[src/rtl/cache_cfg_pkg.sv]
// Shared packages for the cache command path: configured widths, control
// enums and the register-block interface structs.
package cache_cfg_pkg;
    localparam int unsigned KEY_WIDTH   = 16;
    localparam int unsigned VALUE_WIDTH = 32;
endpackage

package ctrl_types_pkg;
    typedef enum logic [1:0] {
        OP_NOOP   = 2'd0,
        OP_READ   = 2'd1,
        OP_UPSERT = 2'd2,
        OP_DELETE = 2'd3
    } operation_e;

    typedef enum logic [1:0] {
        SEQ_IDLE      = 2'd0,
        SEQ_ISSUE     = 2'd1,
        SEQ_WAIT      = 2'd2,
        SEQ_WRITEBACK = 2'd3
    } seq_state_e;
endpackage

package if_types_pkg;
    import cache_cfg_pkg::*;
    import ctrl_types_pkg::*;

    typedef struct packed {
        logic [VALUE_WIDTH-1:0] dat;
        logic [KEY_WIDTH-1:0]   key;
        operation_e             operation;
    } reg_read_t;

    // Each *_valid bit qualifies the field that follows it.
    typedef struct packed {
        logic                   busy_valid;
        logic                   busy;
        logic                   hit_valid;
        logic                   hit;
        logic                   operation_valid;
        operation_e             operation;
        logic                   data_valid;
        logic [VALUE_WIDTH-1:0] dat;
    } reg_write_t;
endpackage

[src/rtl/cache_seq_watchdog.sv]
// WAIT-state watchdog for cache_cmd_sequencer; only instantiated when
// CACHE_SEQ_TIMEOUT_EN is defined.
module cache_seq_watchdog #(
    parameter int unsigned TimeoutCycles = 1024
) (
    input  logic clk_i,
    input  logic rst_ni,
    input  logic clear_i,
    input  logic count_en_i,
    output logic expired_o
);
    localparam int unsigned CntWidth = $clog2(TimeoutCycles + 1);

    logic [CntWidth-1:0] cnt_q;

    // NOTE: sequential state uses non-blocking assignments so every flop
    // samples pre-edge values, independent of block evaluation order.
    always_ff @(posedge clk_i or negedge rst_ni) begin
        if (!rst_ni) begin
            cnt_q <= '0;
        end else if (clear_i) begin
            cnt_q <= '0;
        end else if (count_en_i && !expired_o) begin
            cnt_q <= cnt_q + 1'b1;
        end
    end

    assign expired_o = (cnt_q == CntWidth'(TimeoutCycles));
endmodule

[src/rtl/cache_cmd_sequencer.sv]
// Runs one cache command per CTR write and writes the result back to the
// register block. Optional WAIT watchdog enabled by CACHE_SEQ_TIMEOUT_EN.
module cache_cmd_sequencer
    import cache_cfg_pkg::*;
    import ctrl_types_pkg::*;
    import if_types_pkg::*;
#(
    parameter int unsigned KeyWidth      = KEY_WIDTH,
    parameter int unsigned ValueWidth    = VALUE_WIDTH,
    parameter int unsigned TimeoutCycles = 1024
) (
    input  logic                  clk_i,
    input  logic                  rst_ni,
    input  logic                  start_i,
    input  reg_read_t             reg_read_i,
    output reg_write_t            reg_write_o,
    output logic                  core_req_o,
    input  logic                  core_gnt_i,
    output operation_e            core_op_o,
    output logic [KeyWidth-1:0]   core_key_o,
    output logic [ValueWidth-1:0] core_data_o,
    input  logic                  core_done_i,
    input  logic                  core_hit_i,
    input  logic [ValueWidth-1:0] core_rdata_i,
    output logic                  timeout_o
);
    seq_state_e            state_q, state_d;
    operation_e            op_q;
    logic [KeyWidth-1:0]   key_q;
    logic [ValueWidth-1:0] data_q;
    reg_write_t            wb_d;
    logic                  timeout_d;
    logic                  accept;
    logic                  finish;
    logic                  timed_out;
    logic                  wd_expired;

`ifdef CACHE_SEQ_TIMEOUT_EN
    logic wd_clear;
    assign wd_clear = (state_q == SEQ_ISSUE) && core_gnt_i && !core_done_i;

    cache_seq_watchdog #(
        .TimeoutCycles(TimeoutCycles)
    ) u_watchdog (
        .clk_i      (clk_i),
        .rst_ni     (rst_ni),
        .clear_i    (wd_clear),
        .count_en_i (state_q == SEQ_WAIT),
        .expired_o  (wd_expired)
    );
`else
    assign wd_expired = 1'b0;
`endif

    // NOTE: every signal driven here gets a default first, so no path leaves
    // it unassigned and no latch is inferred.
    always_comb begin
        state_d   = state_q;
        wb_d      = '0;
        timeout_d = 1'b0;
        accept    = 1'b0;
        finish    = 1'b0;
        timed_out = 1'b0;
        unique case (state_q)
            SEQ_IDLE: begin
                if (start_i && reg_read_i.operation != OP_NOOP) begin
                    accept          = 1'b1;
                    state_d         = SEQ_ISSUE;
                    wb_d.busy_valid = 1'b1;
                    wb_d.busy       = 1'b1;
                end
            end
            SEQ_ISSUE: begin
                if (core_gnt_i) begin
                    if (core_done_i) finish  = 1'b1;
                    else             state_d = SEQ_WAIT;
                end
            end
            SEQ_WAIT: begin
                // A completion on the limit cycle takes precedence over expiry.
                if (core_done_i) begin
                    finish = 1'b1;
                end else if (wd_expired) begin
                    finish    = 1'b1;
                    timed_out = 1'b1;
                end
            end
            SEQ_WRITEBACK: state_d = SEQ_IDLE;
            default:       state_d = SEQ_IDLE;
        endcase

        if (finish) begin
            state_d              = SEQ_WRITEBACK;
            wb_d.busy_valid      = 1'b1;
            wb_d.busy            = 1'b0;
            wb_d.hit_valid       = 1'b1;
            wb_d.hit             = core_hit_i && !timed_out;
            wb_d.operation_valid = 1'b1;
            wb_d.operation       = OP_NOOP;
            wb_d.data_valid      = (op_q == OP_READ) && core_hit_i && !timed_out;
            wb_d.dat             = timed_out ? '0 : VALUE_WIDTH'(core_rdata_i);
            timeout_d            = timed_out;
        end
    end

    always_ff @(posedge clk_i or negedge rst_ni) begin
        if (!rst_ni) begin
            state_q     <= SEQ_IDLE;
            op_q        <= OP_NOOP;
            key_q       <= '0;
            data_q      <= '0;
            reg_write_o <= '0;
            timeout_o   <= 1'b0;
        end else begin
            state_q     <= state_d;
            reg_write_o <= wb_d;
            timeout_o   <= timeout_d;
            if (accept) begin
                op_q   <= reg_read_i.operation;
                key_q  <= KeyWidth'(reg_read_i.key);
                data_q <= ValueWidth'(reg_read_i.dat);
            end
        end
    end

    assign core_req_o  = (state_q == SEQ_ISSUE);
    assign core_op_o   = op_q;
    assign core_key_o  = key_q;
    assign core_data_o = data_q;
endmodule
[config.mk]
export PLATFORM = sky130hd
export DESIGN_NAME = cache_cmd_sequencer
export DESIGN_NICKNAME = d
export VERILOG_FILES = /design/src/rtl/cache_cfg_pkg.sv /design/src/rtl/cache_seq_watchdog.sv /design/src/rtl/cache_cmd_sequencer.sv
export SDC_FILE = /design/constraint.sdc
export NUM_CORES = 1
export LEC_CHECK = 0
export CORE_ASPECT_RATIO = 2
export CORE_UTILIZATION = 35
export CTS_BUF_LIST = sky130_fd_sc_hd__clkbuf_4
export CTS_CLUSTER_DIAMETER = 50
export DETAILED_ROUTE_END_ITERATION = 7
export DONT_BUFFER_PORTS = 1
export PLACE_DENSITY = 0.6
export SYNTH_ARGS = -nofsm -noshare
export SYNTH_HDL_FRONTEND = slang
export SYNTH_SLANG_ARGS = --single-unit
[constraint.sdc]
create_clock -name clk_i -period 1.93 [get_ports clk_i]
set_input_delay 0.386 -clock clk_i [delete_from_list [all_inputs] [get_ports clk_i]]
set_output_delay 0.386 -clock clk_i [all_outputs]
set_load 0.02 [all_outputs]
==> run metrics <==
status=finished with violations; failing checks=DRC, hold timing; cell depth of the worst flop-to-flop path=5; FF-to-FF setup slack=200 ps; FP Rows=49; DP Wirelength=4.52 mm; reg2reg start=state_q[0]; largest net degree at the start of global routing=90; CP peak stage delay=410 ps; VDD IR max=771 µV; cell taking the most area after synthesis=dfrtp_1; Worst R2R End=core_data_o[24]; fmax=579 MHz; Pre-antenna DRT Iters=6; average cell area after synthesis=15.8 µm²; top cell type's share of synthesized area=67.7%; vias per cell=5.12; clk_lat worst skew=440 ps; Yosys reg bits=89; Buffers on Ports=0; slowest CP cell=dfrtp_1; crit end category=flop; crit path max fanout=39; top cells by area, synth=dfrtp_1, mux2_2, and2_1; min-delay worst type=input pin to async pin; skew final=16.0 ps; Worst Setup EP=core_data_o[24]; final setup fails=0; Critical Path Start=state_q[0]; synthesized area=3290 µm²; final hold vios=89; detailed router's first-iteration violation count=77; full die area=9820 µm²; GRT Overall Usage=13.1%; initial antenna violation count=1; die span in x=70.6 µm; PostCTS Resize Cnt=0; DRC violations left=24; synth warn=0; Leak=0.00168 µW; Ports=180; DR WL/cell=19.1 µm; nets=313; Final Cycle Share=89.5%; GP Congestion=0.762; Core Footprint=9070 µm²; worst-case clock buffer depth=2; sequential share of the synthesized area=67.7%; Starting Density=36.3%; Die Span Y=139 µm; fin util=39.9%; vias in the first global route=1746; CTS tree=yes; Slew Limit Fails=0; min Tclk post-route=1730 ps; Max-Cap Viols=0; critical path cell sequence=inv_1 -> ha_1 -> o211ai_4 -> buf_12 -> mux2_2; CTS sink cnt=89; Area Growth Syn to Fin=9.96%; Worst-path clk slew=150 ps; root buf cell=clkbuf_4; Power Density=1700 nW/µm²; crit path DAT=2050 ps; Setup Fix Bufs, Post-CTS=0; Req. time, crit path=2250 ps; share of cells above drive strength 1=30.5%; crit path kind=flop to flop; Vias=1683; wirelength, routed=6.27 mm; CTS buffer count=9; Setup TNS=0 ps; worst setup slack after layout=202 ps; antenna viol nets, final=0; Mapped Cells=208; Setup WS pre-CTS=223 ps; final hold slack=-387 ps; first-pass GRT wire length=9.30 mm; count of cell types in the netlist=27; H-tree level count=3; CP Launch Type=flop; RSZ-0062 raised after global routing=false; total gr overflow=0
[placed cells by master (no fill, tap or decap), drive strengths merged]
cell type,instances
a2111oi,1
a211o,1
a21bo,1
a21oi,1
a221oi,1
and2,33
and3b,1
and4b,1
buf,4
bufinv,1
clkbuf,9
clkinv,1
conb,3
dfrtp,89
diode,1
dlygate4sd3,8
ha,4
inv,7
mux2,50
nand2,1
nand2b,1
nor2,3
o211ai,1
o21ai,2
o221ai,1
o2bb2ai,1
[layer usage]
layer	global-route usage (%)	part of all wire, %	vias up
met1	12.6	31	854
li1	-	-	714
met5	0	0	-
met3	5.31	9.3	16
met2	22.6	57	99
met4	8.21	3.0	0
[state kept, by name, indices dropped and copies added (netlist names)]
name / cells
reg_write_o: 37
core_data_o: 32
state_q: 2
core_key_o: 16
core_op_o: 2
[area by class of cell]
class	count	area, µm²
Antenna cell	1	2.50
Tap cell	102	128
Timing Repair Buffer	12	135
Multi-Input combinational cell	107	968
Clock buffer	9	67.6
Fill cell	850	5460
Sequential cell	89	2230
Clock inverter	7	82.6
Inverter	2	7.51
[worst max-delay path, delay by kind of cell (launching register included)]
family / cells / cell delay (ps)
flops: 1 / 410
mux: 1 / 360
buf+inv: 2 / 350
fa+ha+maj: 1 / 280
compound gates: 1 / 190
[cell usage after synthesis, drive strengths merged]
| library cell | count |
|---|---|
| a2111oi | 1 |
| a211o | 1 |
| a21bo | 1 |
| a21oi | 1 |
| a221oi | 1 |
| and2 | 33 |
| and3b | 1 |
| and4b | 1 |
| buf | 10 |
| clkbuf | 2 |
| conb | 1 |
| dfrtp | 89 |
| ha | 4 |
| inv | 2 |
| mux2 | 50 |
| nand2 | 1 |
| nand2b | 1 |
| nor2 | 3 |
| o211ai | 1 |
| o21ai | 2 |
| o221ai | 1 |
| o2bb2ai | 1 |
[kinds of logic after synthesis]
family	after synthesis	synth area share, %
flip-flops	89	67.7
multiplexers	50	17.1
AND/OR/NAND/NOR	40	7.72
buffers and inverters	14	3.12
AO/OA/AOI/OAI	10	2.74
adder cells (fa/ha/maj)	4	1.52
other	1	0.114
[stage by stage]
| step | std cells | power (µW) | instance area (µm²) |
|---|---|---|---|
| 2_1_floorplan | 210 | 4790 | 3300 |
| 3_3_place_gp | 304 | 5080 | 3390 |
| 4_1_cts | 320 | 6240 | 3540 |
| 3_5_place_dp | 304 | 5140 | 3390 |
| 6_report | 329 | 6140 | 3620 |
| 5_1_grt | 329 | 6490 | 3620 |
[how the worst min path moves through the flow]
| stage | endpoint | slack (ps) | depth (start not counted) |
|---|---|---|---|
| 2_1_floorplan | core_data_o[0] | 90 | 0 |
| 3_3_place_gp | reg_write_o[31] | 90 | 0 |
| 3_5_place_dp | reg_write_o[31] | 90 | 0 |
| 4_1_cts | reg_write_o[21] | -440 | 0 |
| 5_1_grt | reg_write_o[30] | -470 | 0 |
| 6_report | reg_write_o[25] | -390 | 0 |
[report_power, final]
part	switching, µW	internal (µW)
Clock	656	420
Sequential	1310	2550
Combinational	494	713
Total	2460	3680
(Power assumes the default switching activity.)
